<file path="config.mk">
export PLATFORM = sky130hd
export DESIGN_NAME = mem_rr_scheduler
export DESIGN_NICKNAME = d
export VERILOG_FILES = /design/src/rtl/mem_rr_scheduler_pkg.sv /design/src/rtl/mem_rr_arbiter.sv /design/src/rtl/mem_rr_scheduler.sv
export SDC_FILE = /design/constraint.sdc
export NUM_CORES = 1
export LEC_CHECK = 0
export ABC_CLOCK_PERIOD_IN_PS = 4100
export CAP_MARGIN = 20
export CORE_AREA = 2 2 196 198
export CTS_BUF_LIST = sky130_fd_sc_hd__clkbuf_16
export DETAILED_ROUTE_END_ITERATION = 10
export DIE_AREA = 0 0 198 200
export SLEW_MARGIN = 5
export SYNTH_ARGS = -nofsm -noshare
export SYNTH_HDL_FRONTEND = slang
export SYNTH_HIERARCHICAL = 1
export SYNTH_SLANG_ARGS = --single-unit
</file>
<file path="constraint.sdc">
create_clock -name clk -period 4.1 [get_ports clk]
set_clock_uncertainty 0.1 [all_clocks]
set_input_delay 0.82 -clock clk [delete_from_list [all_inputs] [get_ports clk]]
set_output_delay 0.82 -clock clk [all_outputs]
set_load 0.02 [all_outputs]
</file>
<file path="src/rtl/mem_rr_scheduler_pkg.sv">
// Shared types and constants for the round-robin memory scheduler.
// Optional watchdog: MEM_SCHED_TIMEOUT_EN.
package mem_sched_pkg;

    typedef enum logic [2:0] {
        S_IDLE           = 3'd0,
        S_READ_WAITING   = 3'd1,
        S_WRITE_WAITING  = 3'd2,
        S_READ_RELAYING  = 3'd3,
        S_WRITE_RELAYING = 3'd4
    } sched_state_t;

    // State entered on reset.
    localparam sched_state_t RST_STATE = S_IDLE;
    // Reset level of every registered valid/ready/error flag.
    localparam logic RST_FLAG = 1'b0;
    // Search begins this many slots after the previous winner.
    localparam int RR_START = 1;

endpackage

</file>
<file path="src/rtl/mem_rr_arbiter.sv">
// Combinational round-robin pick: first requester after last_grant.
// Optional watchdog in top: MEM_SCHED_TIMEOUT_EN.
module mem_rr_arbiter
    import mem_sched_pkg::*;
#(
    parameter int NUM_CONSUMERS = 4,
    parameter int IW            = $clog2(NUM_CONSUMERS)
) (
    input  logic [NUM_CONSUMERS-1:0] i_req,
    input  logic [IW-1:0]            i_last_grant,
    output logic [NUM_CONSUMERS-1:0] o_grant,
    output logic [IW-1:0]            o_grant_idx
);

    logic [IW-1:0] w_idx;
    logic          w_found;

    // Walk the ring from last_grant+RR_START; power-of-two size wraps freely.
    always_comb begin
        o_grant     = '0;
        o_grant_idx = '0;
        w_found     = 1'b0;
        w_idx       = '0;
        for (int i = 0; i < NUM_CONSUMERS; i++) begin
            w_idx = i_last_grant + IW'(i + RR_START);
            if (!w_found && i_req[w_idx]) begin
                w_found        = 1'b1;
                o_grant_idx    = w_idx;
                o_grant[w_idx] = 1'b1;
            end
        end
    end

endmodule

</file>
<file path="src/rtl/mem_rr_scheduler.sv">
// Shares one memory channel among consumers with round-robin arbitration.
// Macro MEM_SCHED_TIMEOUT_EN compiles in the waiting-state watchdog.
module mem_rr_scheduler
    import mem_sched_pkg::*;
#(
    parameter int DATA_WIDTH     = 32,
    parameter int ADDRESS_WIDTH  = 16,
    parameter int NUM_CONSUMERS  = 4,
    parameter int WRITE_ENABLE   = 1,
    parameter int TIMEOUT_CYCLES = 255
) (
    input  logic                                   clk,
    input  logic                                   reset,
    input  logic [NUM_CONSUMERS-1:0]               consumer_read_valid,
    input  logic [ADDRESS_WIDTH*NUM_CONSUMERS-1:0] consumer_read_address,
    output logic [NUM_CONSUMERS-1:0]               consumer_read_ready,
    output logic [DATA_WIDTH*NUM_CONSUMERS-1:0]    consumer_read_data,
    input  logic [NUM_CONSUMERS-1:0]               consumer_write_valid,
    input  logic [ADDRESS_WIDTH*NUM_CONSUMERS-1:0] consumer_write_address,
    input  logic [DATA_WIDTH*NUM_CONSUMERS-1:0]    consumer_write_data,
    output logic [NUM_CONSUMERS-1:0]               consumer_write_ready,
    output logic [NUM_CONSUMERS-1:0]               consumer_error,
    output logic                                   mem_read_valid,
    output logic [ADDRESS_WIDTH-1:0]               mem_read_address,
    input  logic                                   mem_read_ready,
    input  logic [DATA_WIDTH-1:0]                  mem_read_data,
    output logic                                   mem_write_valid,
    output logic [ADDRESS_WIDTH-1:0]               mem_write_address,
    output logic [DATA_WIDTH-1:0]                  mem_write_data,
    input  logic                                   mem_write_ready,
    output logic                                   busy
);

    localparam int IW = $clog2(NUM_CONSUMERS);

    sched_state_t                 r_state;
    logic [IW-1:0]                r_last_grant;
    logic [IW-1:0]                r_idx;
    logic [NUM_CONSUMERS-1:0]     w_elig;
    logic [NUM_CONSUMERS-1:0]     w_grant;
    logic [IW-1:0]                w_gidx;
    logic                         w_is_read;

`ifdef MEM_SCHED_TIMEOUT_EN
    localparam int CW = $clog2(TIMEOUT_CYCLES + 1);
    localparam logic [CW-1:0] T_LAST = CW'(TIMEOUT_CYCLES - 1);
    logic [CW-1:0] r_cnt;
`else
    assign consumer_error = '0;
`endif

    // Writes only compete for the port when the write path is enabled.
    assign w_elig = consumer_read_valid
                  | ((WRITE_ENABLE != 0) ? consumer_write_valid : '0);
    assign w_is_read = |(w_grant & consumer_read_valid);
    assign busy = (r_state != S_IDLE);

    mem_rr_arbiter #(
        .NUM_CONSUMERS (NUM_CONSUMERS),
        .IW            (IW)
    ) u_arb (
        .i_req        (w_elig),
        .i_last_grant (r_last_grant),
        .o_grant      (w_grant),
        .o_grant_idx  (w_gidx)
    );

    // Scheduler FSM: grant, wait on memory, relay completion to consumer.
    always_ff @(posedge clk or negedge reset) begin
        if (!reset) begin
            r_state              <= RST_STATE;
            r_last_grant         <= IW'(NUM_CONSUMERS - RR_START);
            r_idx                <= '0;
            mem_read_valid       <= RST_FLAG;
            mem_write_valid      <= RST_FLAG;
            mem_read_address     <= '0;
            mem_write_address    <= '0;
            mem_write_data       <= '0;
            consumer_read_ready  <= '0;
            consumer_write_ready <= '0;
            consumer_read_data   <= '0;
`ifdef MEM_SCHED_TIMEOUT_EN
            consumer_error       <= '0;
            r_cnt                <= '0;
`endif
        end else begin
            unique case (r_state)
                S_IDLE: begin
                    if (|w_elig) begin
                        r_last_grant <= w_gidx;
                        r_idx        <= w_gidx;
`ifdef MEM_SCHED_TIMEOUT_EN
                        r_cnt        <= '0;
`endif
                        if (w_is_read) begin
                            mem_read_address <= consumer_read_address[
                                w_gidx*ADDRESS_WIDTH +: ADDRESS_WIDTH];
                            mem_read_valid   <= 1'b1;
                            r_state          <= S_READ_WAITING;
                        end else begin
                            mem_write_address <= consumer_write_address[
                                w_gidx*ADDRESS_WIDTH +: ADDRESS_WIDTH];
                            mem_write_data    <= consumer_write_data[
                                w_gidx*DATA_WIDTH +: DATA_WIDTH];
                            mem_write_valid   <= 1'b1;
                            r_state           <= S_WRITE_WAITING;
                        end
                    end
                end
                S_READ_WAITING: begin
                    if (mem_read_ready) begin
                        mem_read_valid             <= 1'b0;
                        consumer_read_ready[r_idx] <= 1'b1;
                        consumer_read_data[r_idx*DATA_WIDTH +: DATA_WIDTH]
                            <= mem_read_data;
                        r_state                    <= S_READ_RELAYING;
                    end
`ifdef MEM_SCHED_TIMEOUT_EN
                    else if (r_cnt == T_LAST) begin
                        mem_read_valid             <= 1'b0;
                        consumer_read_ready[r_idx] <= 1'b1;
                        consumer_error[r_idx]      <= 1'b1;
                        consumer_read_data[r_idx*DATA_WIDTH +: DATA_WIDTH]
                            <= '0;
                        r_state                    <= S_READ_RELAYING;
                    end else begin
                        r_cnt <= r_cnt + 1'b1;
                    end
`endif
                end
                S_WRITE_WAITING: begin
                    if (mem_write_ready) begin
                        mem_write_valid             <= 1'b0;
                        consumer_write_ready[r_idx] <= 1'b1;
                        r_state                     <= S_WRITE_RELAYING;
                    end
`ifdef MEM_SCHED_TIMEOUT_EN
                    else if (r_cnt == T_LAST) begin
                        mem_write_valid             <= 1'b0;
                        consumer_write_ready[r_idx] <= 1'b1;
                        consumer_error[r_idx]       <= 1'b1;
                        r_state                     <= S_WRITE_RELAYING;
                    end else begin
                        r_cnt <= r_cnt + 1'b1;
                    end
`endif
                end
                S_READ_RELAYING: begin
                    if (!consumer_read_valid[r_idx]) begin
                        consumer_read_ready <= '0;
`ifdef MEM_SCHED_TIMEOUT_EN
                        consumer_error      <= '0;
`endif
                        r_state             <= S_IDLE;
                    end
                end
                S_WRITE_RELAYING: begin
                    if (!consumer_write_valid[r_idx]) begin
                        consumer_write_ready <= '0;
`ifdef MEM_SCHED_TIMEOUT_EN
                        consumer_error       <= '0;
`endif
                        r_state              <= S_IDLE;
                    end
                end
                default: begin
                    mem_read_valid       <= 1'b0;
                    mem_write_valid      <= 1'b0;
                    consumer_read_ready  <= '0;
                    consumer_write_ready <= '0;
                    r_state              <= S_IDLE;
                end
            endcase
        end
    end

endmodule
</file>
* After elaboration in Yosys (flattened, before gate mapping)
Index checks and enable logic that the tools add are counted.
** Storage, ports and cells
- Bits in registers :: 209
- Bits in latches :: 0
- RAM bits :: 0
- ROM bits :: 0
- Input port bits :: 300
- Output and inout port bits :: 207
- Memories :: 0
** Cells by class
- $add $sub $neg :: 4
- Multipliers :: 0
- Divide/modulo/power cells :: 0
- $lt $le $gt $ge :: 10
- Eq/ne operators :: 11
- Shifts and indexed selects :: 5
- Mux-type cells :: 55
- Bitwise gates (word level) :: 12
- Reduce and logical (&&, ||, !) cells :: 28
** Operators by type and width (count)
- bitwise mux 128 bit :: 1
- variable shift 32 x 34 -> 128 bit, first input constant :: 1
- indexed part select 128 x 8 -> 32 bit :: 1
- indexed part select 32 x 34 -> 128 bit :: 1
- indexed part select 64 x 7 -> 16 bit :: 2
- negator 7 -> 34 bit :: 1
- two-way mux 4 bit :: 8
- bitwise OR 4 bit :: 6
- one-hot mux 4 bit (3 select lines) :: 2
- two-way mux 1 bit :: 20
- < comparator 2 x 3 -> 1 bit, second input constant :: 5
- two-way mux 3 bit :: 5
- one-hot mux 3 bit (5 select lines) :: 1
- != test 2 bit, second input constant :: 7
- binary-select mux 1 bit (select 2 bit) :: 6
- AND reduction 3 bit :: 4
- OR reduction 3 bit :: 4
- demux 1 bit (select 2 bit) :: 5
- greater-or-equal comparator 2 x 1 -> 1 bit, second input constant :: 5
- two-way mux 2 bit :: 5
- logical AND 1 bit :: 8
- AND reduction 4 bit :: 2
- OR reduction 4 bit :: 2
- equality test 3 x 2 -> 1 bit, second input constant :: 2
- other kinds (12) :: 21

* Longest topological paths before layout
- Word-level depth :: 18
- Mapped depth :: 14
- Depth with buffers taken out :: 10

* Modules after synthesis
Netlist, hierarchy kept.
** By module, submodules not included
- mem_rr_scheduler :: instances 1, cells each 869, area each 9820.7 sq um, seq. area each 5232.5 sq um
- mem_rr_arbiter :: instances 1, cells each 68, area each 545.5 sq um, seq. area each 0.0 sq um

* Least setup slack after synthesis
No wires, ideal clock.
- Path kind :: input port to flip-flop
- Start point :: input consumer_read_valid[0]
- End point :: register mem_write_address[0]
- Library setup time :: 0.127 ns
- Arrival :: 3.520 ns
- Required time :: 3.873 ns
- Slack :: 0.353 ns
- Stages :: 10
- Path buffers :: 3
- Cell sequence :: or2_0 > buf_6 > mux2_2 > a22oi_1 > o211ai_1 > a21oi_1 > buf_2 > buf_1 > mux4_2 > mux2_1
** On the way
- Elaborated cells on any way between the ends :: 35
- Those cells by class :: shift (1); mux (19); bitwise (6); reduce/logical (9)
** RTL lines
- from (decl) :: RTL line mem_rr_scheduler.sv:14 : input logic [NUM_CONSUMERS-1:0] consumer_read_valid,
- bitwise OR 4 bit * :: RTL line mem_rr_scheduler.sv:54 : | ((WRITE_ENABLE != 0) ? consumer_write_valid : '0);
- binary-select mux 1 bit (select 2 bit) :: RTL line mem_rr_arbiter.sv:26 : if (!w_found && i_req[w_idx]) begin
- two-way mux 1 bit (implied by the code) :: RTL line mem_rr_arbiter.sv:26
- two-way mux 1 bit :: RTL line mem_rr_arbiter.sv:26
- zero test 1 bit :: RTL line mem_rr_arbiter.sv:26
- logical AND 1 bit :: RTL line mem_rr_arbiter.sv:26
- two-way mux 1 bit :: RTL line mem_rr_arbiter.sv:26
- zero test 1 bit :: RTL line mem_rr_arbiter.sv:26
- logical AND 1 bit :: RTL line mem_rr_arbiter.sv:26
- two-way mux 1 bit :: RTL line mem_rr_arbiter.sv:26
- zero test 1 bit :: RTL line mem_rr_arbiter.sv:26
- logical AND 1 bit :: RTL line mem_rr_arbiter.sv:26
- two-way mux 2 bit * :: RTL line mem_rr_arbiter.sv:26
- via w_gidx[0] :: RTL line mem_rr_scheduler.sv:41 : logic [IW-1:0] w_gidx;
- indexed part select 64 x 7 -> 16 bit * :: RTL line mem_rr_scheduler.sv:101 : mem_write_address <= consumer_write_address[
- to (signal assigned) :: RTL line mem_rr_scheduler.sv:101
- to (decl) :: RTL line mem_rr_scheduler.sv:28 : output logic [ADDRESS_WIDTH-1:0] mem_write_address,
Mark *: on every way through the listed nets, which the timed path passes. The rest lies on a longest branch. The select of a mux whose other input is x is not followed.
A chain may end at the register's enable or synchronous reset.

* Worst setup path in the final report
- Start point :: register r_last_grant[0]
- End point :: register mem_write_data[7]
** On the way
- Word-level cells in the longest chain between the ends :: 17
- Elaborated cells on any way between the ends :: 56
- Those cells by class :: add/sub (3); order compare (8); shift (1); mux (27); bitwise (5); reduce/logical (12)
** Ends and longest elaborated chain
- from (decl) :: RTL line mem_rr_scheduler.sv:37 : logic [IW-1:0] r_last_grant;
- from (signal assigned) :: RTL line mem_rr_scheduler.sv:72 : r_last_grant <= IW'(NUM_CONSUMERS - RR_START);
- from (signal assigned) :: RTL line mem_rr_scheduler.sv:90 : r_last_grant <= w_gidx;
- parallel branches: the longest is 12 deep, another holds < comparator 2 x 3 -> 1 bit
- two-way mux 4 bit * :: RTL line mem_rr_arbiter.sv:26
- via w_grant[2] :: RTL line mem_rr_scheduler.sv:40 : logic [NUM_CONSUMERS-1:0] w_grant;
- bitwise AND 4 bit * :: RTL line mem_rr_scheduler.sv:55 : assign w_is_read = |(w_grant & consumer_read_valid);
- OR reduction 4 bit * :: RTL line mem_rr_scheduler.sv:55
- inverter 1 bit (no source line) *
- AND reduction 3 bit (no source line) *
- to (signal assigned) :: RTL line mem_rr_scheduler.sv:103 : mem_write_data <= consumer_write_data[
- to (decl) :: RTL line mem_rr_scheduler.sv:29 : output logic [DATA_WIDTH-1:0] mem_write_data,
Mark *: on every way through the listed nets, which the timed path passes. The select of a mux whose other input is x is not followed.

==> flow_summary.toml <==
[synthesis]
synth.top_cell.area_share = 0.500
postSynthAreaPerCell_um2 = 11.1
synth-edff-count = 0
ys_async_sr_fraction = 1.00
post_synth_adder_cell_area = 0.0193
syn-instance-count = 937
total_number_of_yosys_warnings = 6
synth.top_cells.by_count = "278 x nand2_1, 207 x dfrtp_1, 142 x o21ai_0"
yosys.area_share.xor_xnor = 0
ys_seq_elements = 209
synth-simple-area-share = 0.123
synth_top_family_by_area = "multiplexers"
synth-main-ff-cell = "dfrtp_1"
synth_largest_area_cell = "dfrtp_1"
yosysSeqAreaShare = 0.505
synth_cell_types = 44
post_synth_mux_area_share = 0.219
synth.cell_area_um2 = 10400
synth_most_common_cell = "nand2_1"
netlist_top_cells_area = "dfrtp_1 50%, mux4_2 15%, nand2_1 10%"
synthesized_area_fraction_occupied_by_ao_oa_aoi_and_oai_cells = 0.0956

[timing]
post-route-period-util = 0.908
unrepaired_setup_endpoints_after_global_routing = "no"
hold_slack_ns = 0.247
worst-slew-pin-transition_ns = 0.869
fmaxAchievable_ghz = 0.268
max_slew_violation_count = 0
final.min_clock_period_ns = 3.72
finalSetupViolations = 0
hold_viol_final = 0
slew_headroom = 0.420
setup-tns-final_ns = 0

[critical_path]
timing.critical_path.fanout_max = 41
crit_path_max_incr_delay_ns = 0.76
critical_path.startpoint_type = "register"
crit_path_kind = "reg2reg"
cp.arrival_ns = 4.02
timing.critical_path.cells = "inv_1 > ha_1 > mux4_2 > nand2_1 > o21ai_0 > a221o_2 > a22oi_1 > nand2_1 > nor2b_4 > buf_12 > mux2_1"
critical_path.slowest_cell = "dfstp_2"
cp_data_required_time_ns = 4.40
worstRegToRegCells = 11
critPathCaptureType = "register"
cp_common_cell = "nand2_1"

[place]
placed_cell_area_um2 = 16100
io_buffer_count = 502
post-dp-hpwl_mm = 31.5
place.gp.congestion = 0.880

[route]
viasPerCell = 4.63
drt_pre_antenna_iters = 5
final_antenna_net_count = 0
final_routed_wire_length_divided_by_cell_count_um = 20.3
count_of_unresolved_drc_violations_after_routing = 0
drt_first_iter_violations = 418
detail_route.wirelength_mm = 39.8
dr_total_vias = 9070

[grt]
grt_max_degree = 107
global_route.overflow_total = 0
antenna_violations_before_repair = 8
grt_pass1_wl_mm = 57.8
grt_pass1_vias = 9121
gr-usage-all-layers = 0.195

[floorplan]
die-height_um = 200
initial_utilization = 0.277
num_io_pins = 507
coreArea_um2 = 37400
die_width_um = 198
die_area_um2 = 39600
rows = 71

[cells_and_area]
area.growth.synth_to_final_pct = 62.4
fin_nets = 1749
post-route-cell-area_um2 = 16800
fill_cells = 3575
finish.utilization = 0.450
share_of_layout_cells_above_drive_strength_1 = 0.114

[power]
pwr_density_cell_nw_per_um2 = 782
power.static_leakage_nw = 6.68
ir_drop_mv = 0.337
total_power_mw = 13.2

[cts]
buffer_levels_on_the_longest_clock_path = 3
cts-root-buf = "clkbuf_16"
numCtsBuffers = 24
cts_htree_levels = 1
cts.reportedPaths.clkPinSlew_ns = 0.06
cts.hold.buffers_added = 0
cts_setup_buffers = 0
cts_resized = 0
worstSkewPairLatency_ns = 0.51
sinks_on_the_clock_net = 209
cts_tree = "built"

[run]
drv_cap = 0

[status]
status = "complete, no violations"

[worst_hold_path]
timing.hold.worst.class = "in2async"
worst max-delay path: cells and delay by family, from the launching register on:
family	cells	cell delay (ns)
and+or+nand+nor	3	0.41
AOI/OAI and AO/OA	3	0.52
muxes	2	0.79
adders and majority gates	1	0.53
DFF	1	0.76
buffers and inverters	2	0.42
sequential cells by signal, indices dropped and copies added (netlist names), 3 cells and up:
| name | count |
|---|---|
| r_state | 3 |
| mem_read_address | 16 |
| mem_write_data | 32 |
| consumer_write_ready | 4 |
| mem_write_address | 16 |
| consumer_read_data | 128 |
| consumer_read_ready | 4 |
cell families after synthesis:
kind of cell    count (synthesis)
compound gates                179
flops                         209
buf+inv                        80
other cells                     1
fa+ha+maj                      16
mux                           134
simple gates                  318
layer usage:
layer | vias to the layer above | global-route usage | wire length (µm) | share of wire
met4 | 12 | 0.0473 | 707 | 0.018
met5 | - | 0 | 82 | 0.0021
met2 | 356 | 0.345 | 20400 | 0.51
met1 | 4375 | 0.238 | 15700 | 0.39
li1 | 4279 | - | - | -
met3 | 48 | 0.0511 | 2960 | 0.074
cell type report:
cell class	count	area (µm²)	share of cell area
multi-input cells	651	4810	0.285
repair buffers	538	5400	0.321
flip-flops and latches	209	5230	0.311
diodes	3	7.51	0.000446
well taps	511	639	0.0380
clock inverters	15	88.8	0.00528
inverters	9	33.8	0.00201
clock buffers	25	626	0.0372
worst paths after layout:
kind	startpoint	slack, ns	end
setup reg to reg	r_last_grant[0]$_DFFE_PN1P_	0.38	mem_write_data[7]$_DFFE_PN0P_
max in group asynchronous	reset	2.71	consumer_read_data[119]$_DFFE_PN0P_
setup / recovery	r_last_grant[0]$_DFFE_PN1P_	0.38	mem_write_data[7]$_DFFE_PN0P_
hold / removal	reset	0.25	consumer_read_data[101]$_DFFE_PN0P_
min in group clk	consumer_read_data[102]$_DFFE_PN0P_	0.37	consumer_read_data[102]$_DFFE_PN0P_
hold reg to reg	consumer_read_data[102]$_DFFE_PN0P_	0.37	consumer_read_data[102]$_DFFE_PN0P_
power by group:
group | leakage [nW] | switching [mW] | total (mW) | internal [mW]
Clock | 0.362 | 0.838 | 1.99 | 1.15
Combinational | 3.59 | 3.84 | 7.64 | 3.81
Sequential | 2.73 | 0.569 | 3.53 | 2.96
Total | 6.68 | 5.24 | 13.2 | 7.91
through the flow:
stage          setup slack (ns)  std cells
2_1_floorplan             0.353        940
6_report                  0.375       1961
3_5_place_dp            0.00676       1918
5_1_grt                   0.162       1960
3_3_place_gp             0.0469       1918
4_1_cts                   0.398       1958
cell usage in the layout, fill, tap and decap left out, types with 2 or more instances in the layout:
master           count
nand2_1            274
a21oi_1             13
dfrtp_1            207
ha_1                16
nor3_2               2
clkinv_1             7
nand3b_1             2
o21ai_0            142
mux4_2              68
nor2b_1              5
diode_2              3
clkinv_2             2
conb_1               4
buf_4               28
clkdlybuf4s50_1    501
nand2_2              4
clkbuf_16           25
mux2_1              54
o211ai_1             2
o22ai_1              2
inv_1               13
a221o_2              4
mux2_2              11
or2_0                3
nor3_1               3
dfstp_2              2
nor3b_2              3
nor2_1              13
buf_12               8
a22oi_1              5
No activity file was read; power rests on OpenSTA's default activity.
